==> src/rtl/sphere_hit_scanner.sv <==
// sphere_hit_scanner
// Scans the four spheres through the Read_index/Sphere_pos read port, tests each
// against a captured 2-D aim point and raises Hit/Hit_index for the nearest
// sphere inside the hit radius. Hit is held until a Frame_Clk rising edge.
// Optional build macro SPHERE_HIT_SCORE_EN adds a saturating 16-bit Score output
// counting consumed hits.
module sphere_hit_scanner #(
  parameter int RADIUS    = 240,
  parameter int DEPTH_MAX = 8000
) (
  input  logic         Clk,
  input  logic         Reset,
  input  logic         Frame_Clk,
  input  logic         Fire,
  input  logic [15:0]  Aim_x,
  input  logic [15:0]  Aim_z,
  input  logic [191:0] Sphere_pos,
  input  logic [1:0]   curr_index,
  output logic [1:0]   Read_index,
  output logic         Hit,
  output logic [1:0]   Hit_index,
  output logic         Busy
`ifdef SPHERE_HIT_SCORE_EN
  ,
  output logic [15:0]  Score
`endif
);

  localparam logic [34:0]        RAD_SQ    = 35'(RADIUS * RADIUS);
  localparam logic signed [15:0] DEPTH_LIM = 16'(DEPTH_MAX);

  typedef enum logic [1:0] {
    IDLE = 2'd0,
    SCAN = 2'd1,
    HOLD = 2'd2
  } state_t;

  state_t      state_r, state_s;
  logic [15:0] aim_x_r, aim_x_s;
  logic [15:0] aim_z_r, aim_z_s;
  logic        issue_r, issue_s;      // a read is on the port this cycle
  logic        valid_r, valid_s;      // returned sample is present this cycle
  logic        best_vld_r, best_vld_s;
  logic [34:0] best_sum_r, best_sum_s;
  logic [1:0]  best_idx_r, best_idx_s;
  logic        frame_prev_r;
  logic [1:0]  read_index_s;
  logic        hit_s;
  logic [1:0]  hit_index_s;
  logic        busy_s;
`ifdef SPHERE_HIT_SCORE_EN
  logic [15:0] score_s;
`endif

  // Distance datapath: integer parts only, widened so nothing wraps.
  logic signed [15:0] x_s, z_s, depth_s;
  logic signed [16:0] dx_s, dz_s;
  logic signed [33:0] dx_w_s, dz_w_s, sq_x_s, sq_z_s;
  logic [34:0]        sum_s;
  logic               cand_s, better_s, frame_rise_s;

  assign x_s     = Sphere_pos[47:32];
  assign depth_s = Sphere_pos[111:96];
  assign z_s     = Sphere_pos[175:160];
  assign dx_s    = {x_s[15], x_s} - {aim_x_r[15], aim_x_r};
  assign dz_s    = {z_s[15], z_s} - {aim_z_r[15], aim_z_r};
  assign dx_w_s  = {{17{dx_s[16]}}, dx_s};
  assign dz_w_s  = {{17{dz_s[16]}}, dz_s};
  // |d| <= 65535, so the square fits below 2^32 and the low 34 bits are exact.
  assign sq_x_s  = dx_w_s * dx_w_s;
  assign sq_z_s  = dz_w_s * dz_w_s;
  assign sum_s   = {1'b0, sq_x_s} + {1'b0, sq_z_s};
  assign cand_s  = (sum_s < RAD_SQ) && (depth_s <= DEPTH_LIM);
  // Strictly smaller wins; scan order 0..3 makes ties go to the lower index.
  assign better_s = cand_s && (!best_vld_r || (sum_s < best_sum_r));
  assign frame_rise_s = Frame_Clk && !frame_prev_r;

  // Next-state and next-output logic for the scan controller.
  always_comb begin
    state_s      = state_r;
    aim_x_s      = aim_x_r;
    aim_z_s      = aim_z_r;
    issue_s      = issue_r;
    valid_s      = issue_r;
    best_vld_s   = best_vld_r;
    best_sum_s   = best_sum_r;
    best_idx_s   = best_idx_r;
    read_index_s = Read_index;
    hit_s        = Hit;
    hit_index_s  = Hit_index;
`ifdef SPHERE_HIT_SCORE_EN
    score_s      = Score;
`endif
    case (state_r)
      IDLE: begin
        read_index_s = 2'd0;
        issue_s      = 1'b0;
        hit_s        = 1'b0;
        if (Fire) begin
          aim_x_s    = Aim_x;
          aim_z_s    = Aim_z;
          best_vld_s = 1'b0;
          best_sum_s = 35'd0;
          best_idx_s = 2'd0;
          issue_s    = 1'b1;
          state_s    = SCAN;
        end else begin
          state_s = IDLE;
        end
      end
      SCAN: begin
        if (issue_r) begin
          if (Read_index == 2'd3) begin
            issue_s      = 1'b0;
            read_index_s = 2'd0;
          end else begin
            read_index_s = Read_index + 2'd1;
          end
        end else begin
          read_index_s = 2'd0;
        end
        if (valid_r) begin
          if (better_s) begin
            best_vld_s = 1'b1;
            best_sum_s = sum_s;
            best_idx_s = curr_index;
          end else begin
            best_vld_s = best_vld_r;
          end
          if (curr_index == 2'd3) begin
            if (better_s || best_vld_r) begin
              hit_s       = 1'b1;
              hit_index_s = better_s ? curr_index : best_idx_r;
              state_s     = HOLD;
            end else begin
              state_s = IDLE;
            end
          end else begin
            state_s = SCAN;
          end
        end else begin
          state_s = SCAN;
        end
      end
      HOLD: begin
        read_index_s = 2'd0;
        issue_s      = 1'b0;
        if (frame_rise_s) begin
          hit_s   = 1'b0;
          state_s = IDLE;
`ifdef SPHERE_HIT_SCORE_EN
          if (Score != 16'hFFFF) begin
            score_s = Score + 16'd1;
          end else begin
            score_s = Score;
          end
`endif
        end else begin
          hit_s = 1'b1;
        end
      end
      default: begin
        state_s      = IDLE;
        read_index_s = 2'd0;
        issue_s      = 1'b0;
        valid_s      = 1'b0;
        hit_s        = 1'b0;
      end
    endcase
    busy_s = (state_s != IDLE);
  end

  // State, tracker and registered outputs; Reset clears everything at once.
  always_ff @(posedge Clk or posedge Reset) begin
    if (Reset) begin
      state_r      <= IDLE;
      aim_x_r      <= 16'd0;
      aim_z_r      <= 16'd0;
      issue_r      <= 1'b0;
      valid_r      <= 1'b0;
      best_vld_r   <= 1'b0;
      best_sum_r   <= 35'd0;
      best_idx_r   <= 2'd0;
      frame_prev_r <= 1'b1;
      Read_index   <= 2'd0;
      Hit          <= 1'b0;
      Hit_index    <= 2'd0;
      Busy         <= 1'b0;
`ifdef SPHERE_HIT_SCORE_EN
      Score        <= 16'd0;
`endif
    end else begin
      state_r      <= state_s;
      aim_x_r      <= aim_x_s;
      aim_z_r      <= aim_z_s;
      issue_r      <= issue_s;
      valid_r      <= valid_s;
      best_vld_r   <= best_vld_s;
      best_sum_r   <= best_sum_s;
      best_idx_r   <= best_idx_s;
      frame_prev_r <= Frame_Clk;
      Read_index   <= read_index_s;
      Hit          <= hit_s;
      Hit_index    <= hit_index_s;
      Busy         <= busy_s;
`ifdef SPHERE_HIT_SCORE_EN
      Score        <= score_s;
`endif
    end
  end

endmodule

==> config.mk <==
export PLATFORM = sky130hd
export DESIGN_NAME = sphere_hit_scanner
export DESIGN_NICKNAME = d
export VERILOG_FILES = /design/src/rtl/sphere_hit_scanner.sv
export SDC_FILE = /design/constraint.sdc
export NUM_CORES = 2
export LEC_CHECK = 0
export CAP_MARGIN = 20
export CORE_UTILIZATION = 55
export DETAILED_ROUTE_END_ITERATION = 8
export DONT_BUFFER_PORTS = 1
export PLACE_DENSITY = 0.82
export SLEW_MARGIN = 25
export SYNTH_ARGS = -nofsm -noshare
export SYNTH_HDL_FRONTEND = slang
export SYNTH_SLANG_ARGS = --single-unit
==> constraint.sdc <==
create_clock -name Clk -period 38 [get_ports Clk]
set_input_delay 9.5 -clock Clk [delete_from_list [all_inputs] [get_ports Clk]]
set_output_delay 9.5 -clock Clk [all_outputs]
set_load 0.01 [all_outputs]
Word-level counts from Yosys, hierarchy flattened
Index checks and enable logic that the tools add are counted.
{"block": "totals", "ff_bits": 81, "input_bits": 230, "out_inout_bits": 6, "elab_cells": 78}
{"block": "classes", "add_sub_neg": 4, "n_mul": 2, "n_lt_le_gt_ge": 3, "n_eq_ne": 9, "mux": 31, "n_reduce_logical": 16}
{"operator": "$mux 35", "count": 3}
{"operator": "$pmux 35 s2", "count": 1}
{"operator": "$mul 17x17->34", "count": 2}
{"operator": "$add 34x34->35", "count": 1}
{"operator": "$lt 35x16->1 const B", "count": 1}
{"operator": "$lt 35x35->1", "count": 1}
{"operator": "$sub 16x16->17", "count": 2}
{"operator": "$mux 2", "count": 10}
{"operator": "$le 16x14->1 const B", "count": 1}
{"operator": "$mux 1", "count": 12}
{"operator": "$ne 2x2->1 const B", "count": 5}
{"operator": "$reduce_and 4->1", "count": 2}
{"operator": "$eq 2x2->1 const B", "count": 3}
{"operator": "$pmux 1 s2", "count": 3}
{"operator": "$pmux 2 s3", "count": 1}
{"operator": "$reduce_and 3->1", "count": 2}
{"operator": "$pmux 2 s2", "count": 1}
{"operator": "$reduce_bool 2->1", "count": 2}
{"operator": "$logic_and 1x1->1", "count": 3}
{"operator": "$reduce_or 3->1", "count": 1}
{"operator": "$add 2x1->2 const B", "count": 1}
{"operator": "$eq 2x1->1 const B", "count": 1}
{"operator": "$logic_not 1->1", "count": 2}
{"operator": "$logic_not 2->1", "count": 1}
{"operator": "other kinds (2)", "count": 3}

Depth between registers and ports, before layout
{"block": "depth", "depth_word": 12, "ltp_mapped": 58, "mapped_depth_nobuf": 55}

Worst setup path before layout
Ideal clock, no wire load.
{"block": "synth_path", "kind": "input port to flip-flop", "from": "input port Sphere_pos[160]", "to": "register Hit", "setup_ns": 0.131, "arrival_time_ns": 21.119, "slack_ns": 16.750, "cell_stages": 53, "cell_sequence": "inv_1 > ha_1 > fa_1 > nor2b_1 > o21ai_0 > a21boi_1 > o21ai_0 > a21boi_1 > o2111ai_1 > a311oi_1 > o21a_1 > o21a_1 > o31ai_1 > inv_1 > clkbuf_1 > nor2_1 > fa_1 > fa_1 > [17 not listed] > clkbuf_1 > o21a_1 > a21oi_1 > nand2_1 > o2111a_1 > o221ai_1 > xnor2_1 > ha_1 > nand3_1 > nor2_1 > a2111oi_0 > o21ai_0 > nor4b_1 > nand4bb_1 > nor4_4 > nand3_2 > and4_1 > or3_1"}
{"block": "synth_via", "elab_chain_len": 9, "word_cells_on_any_way": 11, "classes_between": "add/sub (2); mul (1); order compare (2); eq/ne (1); reduce/logical (5)"}
{"element": "from (decl)", "line_no": "17", "text": "input logic [191:0] Sphere_pos,"}
{"element": "$sub 16x16->17 (*)", "line_no": "66", "text": "assign dz_s = {z_s[15], z_s} - {aim_z_r[15], aim_z_r};"}
{"element": "$mul 17x17->34 (*)", "line_no": "71", "text": "assign sq_z_s = dz_w_s * dz_w_s;"}
{"element": "$add 34x34->35 (*)", "line_no": "72", "text": "assign sum_s = {1'b0, sq_x_s} + {1'b0, sq_z_s};"}
{"element": "$lt 35x16->1 or $lt 35x35->1 (tied branches)", "line_no": "73, 75"}
{"element": "$logic_and 1x1->1 or $logic_or 1x1->1 (tied branches)", "line_no": "73, 75"}
{"element": "$logic_and 1x1->1 (*)", "line_no": "75", "text": "assign better_s = cand_s && (!best_vld_r || (sum_s < best_sum_r));"}
{"element": "$logic_or 1x1->1 (*)", "line_no": "131", "text": "if (better_s || best_vld_r) begin"}
{"element": "$ne 2x2->1 (no line) (*)"}
{"element": "$reduce_and 3->1 (no line) (*)"}
{"element": "to (signal assigned)", "line_no": "203", "text": "Hit <= hit_s;"}
{"element": "to (decl)", "line_no": "20", "text": "output logic Hit,"}
Every way passes the cells marked *; elsewhere a longest branch is shown, timed or not.
A chain may end at the register's enable or synchronous reset.

Worst setup path in the final report
Same ends and word-level chain as after synthesis.

==> results.tsv <==
metric	value	unit
status	completed	
postSynthAreaPerCell	9.009	sq um
first_iter_violations	1152	
reg2reg_to	Hit	
ys_async_sr_fraction	1.000	
dp_hpwl	49390	microns
multi_input_area	21310	sq um
worstPathArrival	24.67	ns
timing.final.crit_share	0.6425	
final_cell_mix	inv_1 (770), fa_1 (543), ha_1 (273)	
worstPathRequired	38.26	ns
wl	58700	microns
synth_seq_area_share	0.07657	
placed_cells	3511	
ys.flop_type	dfrtp_1	
fmax	40.96	MHz
slowest_delay	0.81	ns
detail-route-antenna-nets	0	
cts_setup_buffers	0	
path_max_fanout	25	
r2r_cells	51	
rsz0062_at_grt	no	
avgRoutedWirePerCell	16.63	microns
yosysWarnings	0	
dieArea	49040	sq um
fillers	3992	
yosysUniqueCellTypes	83	
regToRegStartpoint	aim_z_r[0]	
layout.nets	3953	
hold_violations	0	
synth_edf_count	0	
area_delta_synth_final	3.940	%
clock_tree.buffer_depth	2	
dr.pass1.iters	7	
drc	0	
hold_depth	2	
worst_slew_pin_slew	1.070	ns
ys_ff_latch	81	
h-tree-depth	3	
fin_cells	3529	
hold_path_end	best_sum_r[32]	
tns	0	ns
critPathCaptureType	register	
groute.usage.overall	0.2518	
cts_tree	yes	
die_w	221.5	microns
ff_latch_area	2028	sq um
cts_hold_buf	0	
cap_viol_max_count	0	
setup_violations	0	
die_h	221.5	microns
start_kind	input port	
grt_pass1_wl	99210	microns
syn_inst	2940	
worstHoldStart	best_sum_r[32]	
rrSetupSlack	22.36	ns
grt_pass1_vias	21180	
drive_gt1_frac	0.04087	
grt-ovfl-total	0	
core	47650	sq um
crit_type	in -> reg	
clk_latency	0.39	ns
initial_utilization	0.5559	
min_period	24.41	ns
netlist_area	26490	sq um
holdWs	0.4997	ns
vias_per_cell	5.523	
rows	80	
final_max_slew_viol_count	0	
num_io_pins	236	
clk_pin_slew	0.06	ns
clock-sinks	81	
relSlewSlack	0.2843	
antenna_found_initial	1	
skew	0.01950	ns
vias	19490	
port_buffers	0	
cp_slowest_cell	a311oi_1	
hp-class	reg -> reg	
layout_commonest_cell	inv_1	
cts_resized	0	
crit_top_cell	fa_1	
cts-root-buf	clkbuf_16	
grt_start_max_net_pins	62	
gp_congestion	0.9255	
numCtsBuffers	9	
syn_nets	3986	
## Yosys cell counts, drive strengths merged (20+ instances only)
cell	count	share of area
dfrtp	80	0.076
nand3	24	0.0047
mux2	35	0.015
xor2	41	0.014
nand2	241	0.034
xnor2	85	0.028
nor2	252	0.036
mux2i	20	0.0076
clkbuf	57	0.0081
o21ai	77	0.015
fa	543	0.41
a21oi	92	0.018
inv	771	0.11
a21o	45	0.013
ha	273	0.13
nor3	29	0.0057
nor2b	22	0.0052
## state kept, by name (all words and copies together) (netlist names)
register	count
state_r	2
frame_prev_r	1
best_vld_r	1
Hit	1
aim_z_r	16
best_sum_r	35
best_idx_r	2
valid_r	1
issue_r	1
Hit_index	2
Read_index	2
aim_x_r	16
Busy	1
## logic make-up (layout without fill, tap and decap cells)
kind of cell    Yosys count  in the layout  share of synthesized area
compound gates          354            354                    0.09008
fa+ha+maj               816            816                     0.5393
buf+inv                 849            821                     0.1205
simple gates            659            659                     0.1094
mux                      55             55                    0.02244
flops                    81             81                    0.07657
other cells               0              2                          0
xor+xnor                126            126                    0.04166
## cell type report
class                           instances  share of cell area
Antenna cell                            2           0.0001818
Inverter                              781              0.1065
Sequential cell                        81             0.07367
Timing Repair Buffer                   24            0.006544
Clock buffer                           11            0.008817
Clock inverter                          5            0.002272
Tap cell                              615             0.02795
Multi-Input combinational cell       2010              0.7740
## metrics by stage
stage | setup slack, ns | utilization | area (sq um)
after floorplan | 16.75 | - | 26490
after global placement | 13.81 | 0.5707 | 27190
final | 13.59 | 0.5778 | 27530
after CTS | 13.87 | 0.5775 | 27520
after global routing | 12.82 | 0.5778 | 27530
after detailed placement | 13.53 | 0.5711 | 27210
## how the worst max path moves through the flow
stage	start	to	slack (ns)	cells after the start
6_report	Sphere_pos[160]	Hit	13.59	52
5_1_grt	Sphere_pos[160]	best_idx_r[1]	12.82	53
4_1_cts	Sphere_pos[160]	Hit	13.87	52
3_5_place_dp	Sphere_pos[160]	Hit	13.53	52
3_3_place_gp	Sphere_pos[160]	Hit	13.81	52
2_1_floorplan	Sphere_pos[160]	Hit	16.75	53
## layer usage
| layer | up-vias | track usage | share of wire |
|---|---|---|---|
| met5 | - | 0 | 0 |
| met4 | 0 | 0.1120 | 0.043 |
| met3 | 194 | 0.04183 | 0.068 |
| met2 | 697 | 0.4445 | 0.51 |
| met1 | 9690 | 0.3024 | 0.38 |
| li1 | 8911 | - | - |
## critical path, delay by kind of cell
family | cells | cell delay (ns)
xor+xnor | 2 | 0.55
compound gates | 19 | 4.96
simple gates | 13 | 3.79
fa+ha+maj | 11 | 4.73
buf+inv | 7 | 1.10
Power is left out: the tool's default activity adds up to more than one toggle a clock period on the data nets, which glitch-free logic cannot reach.
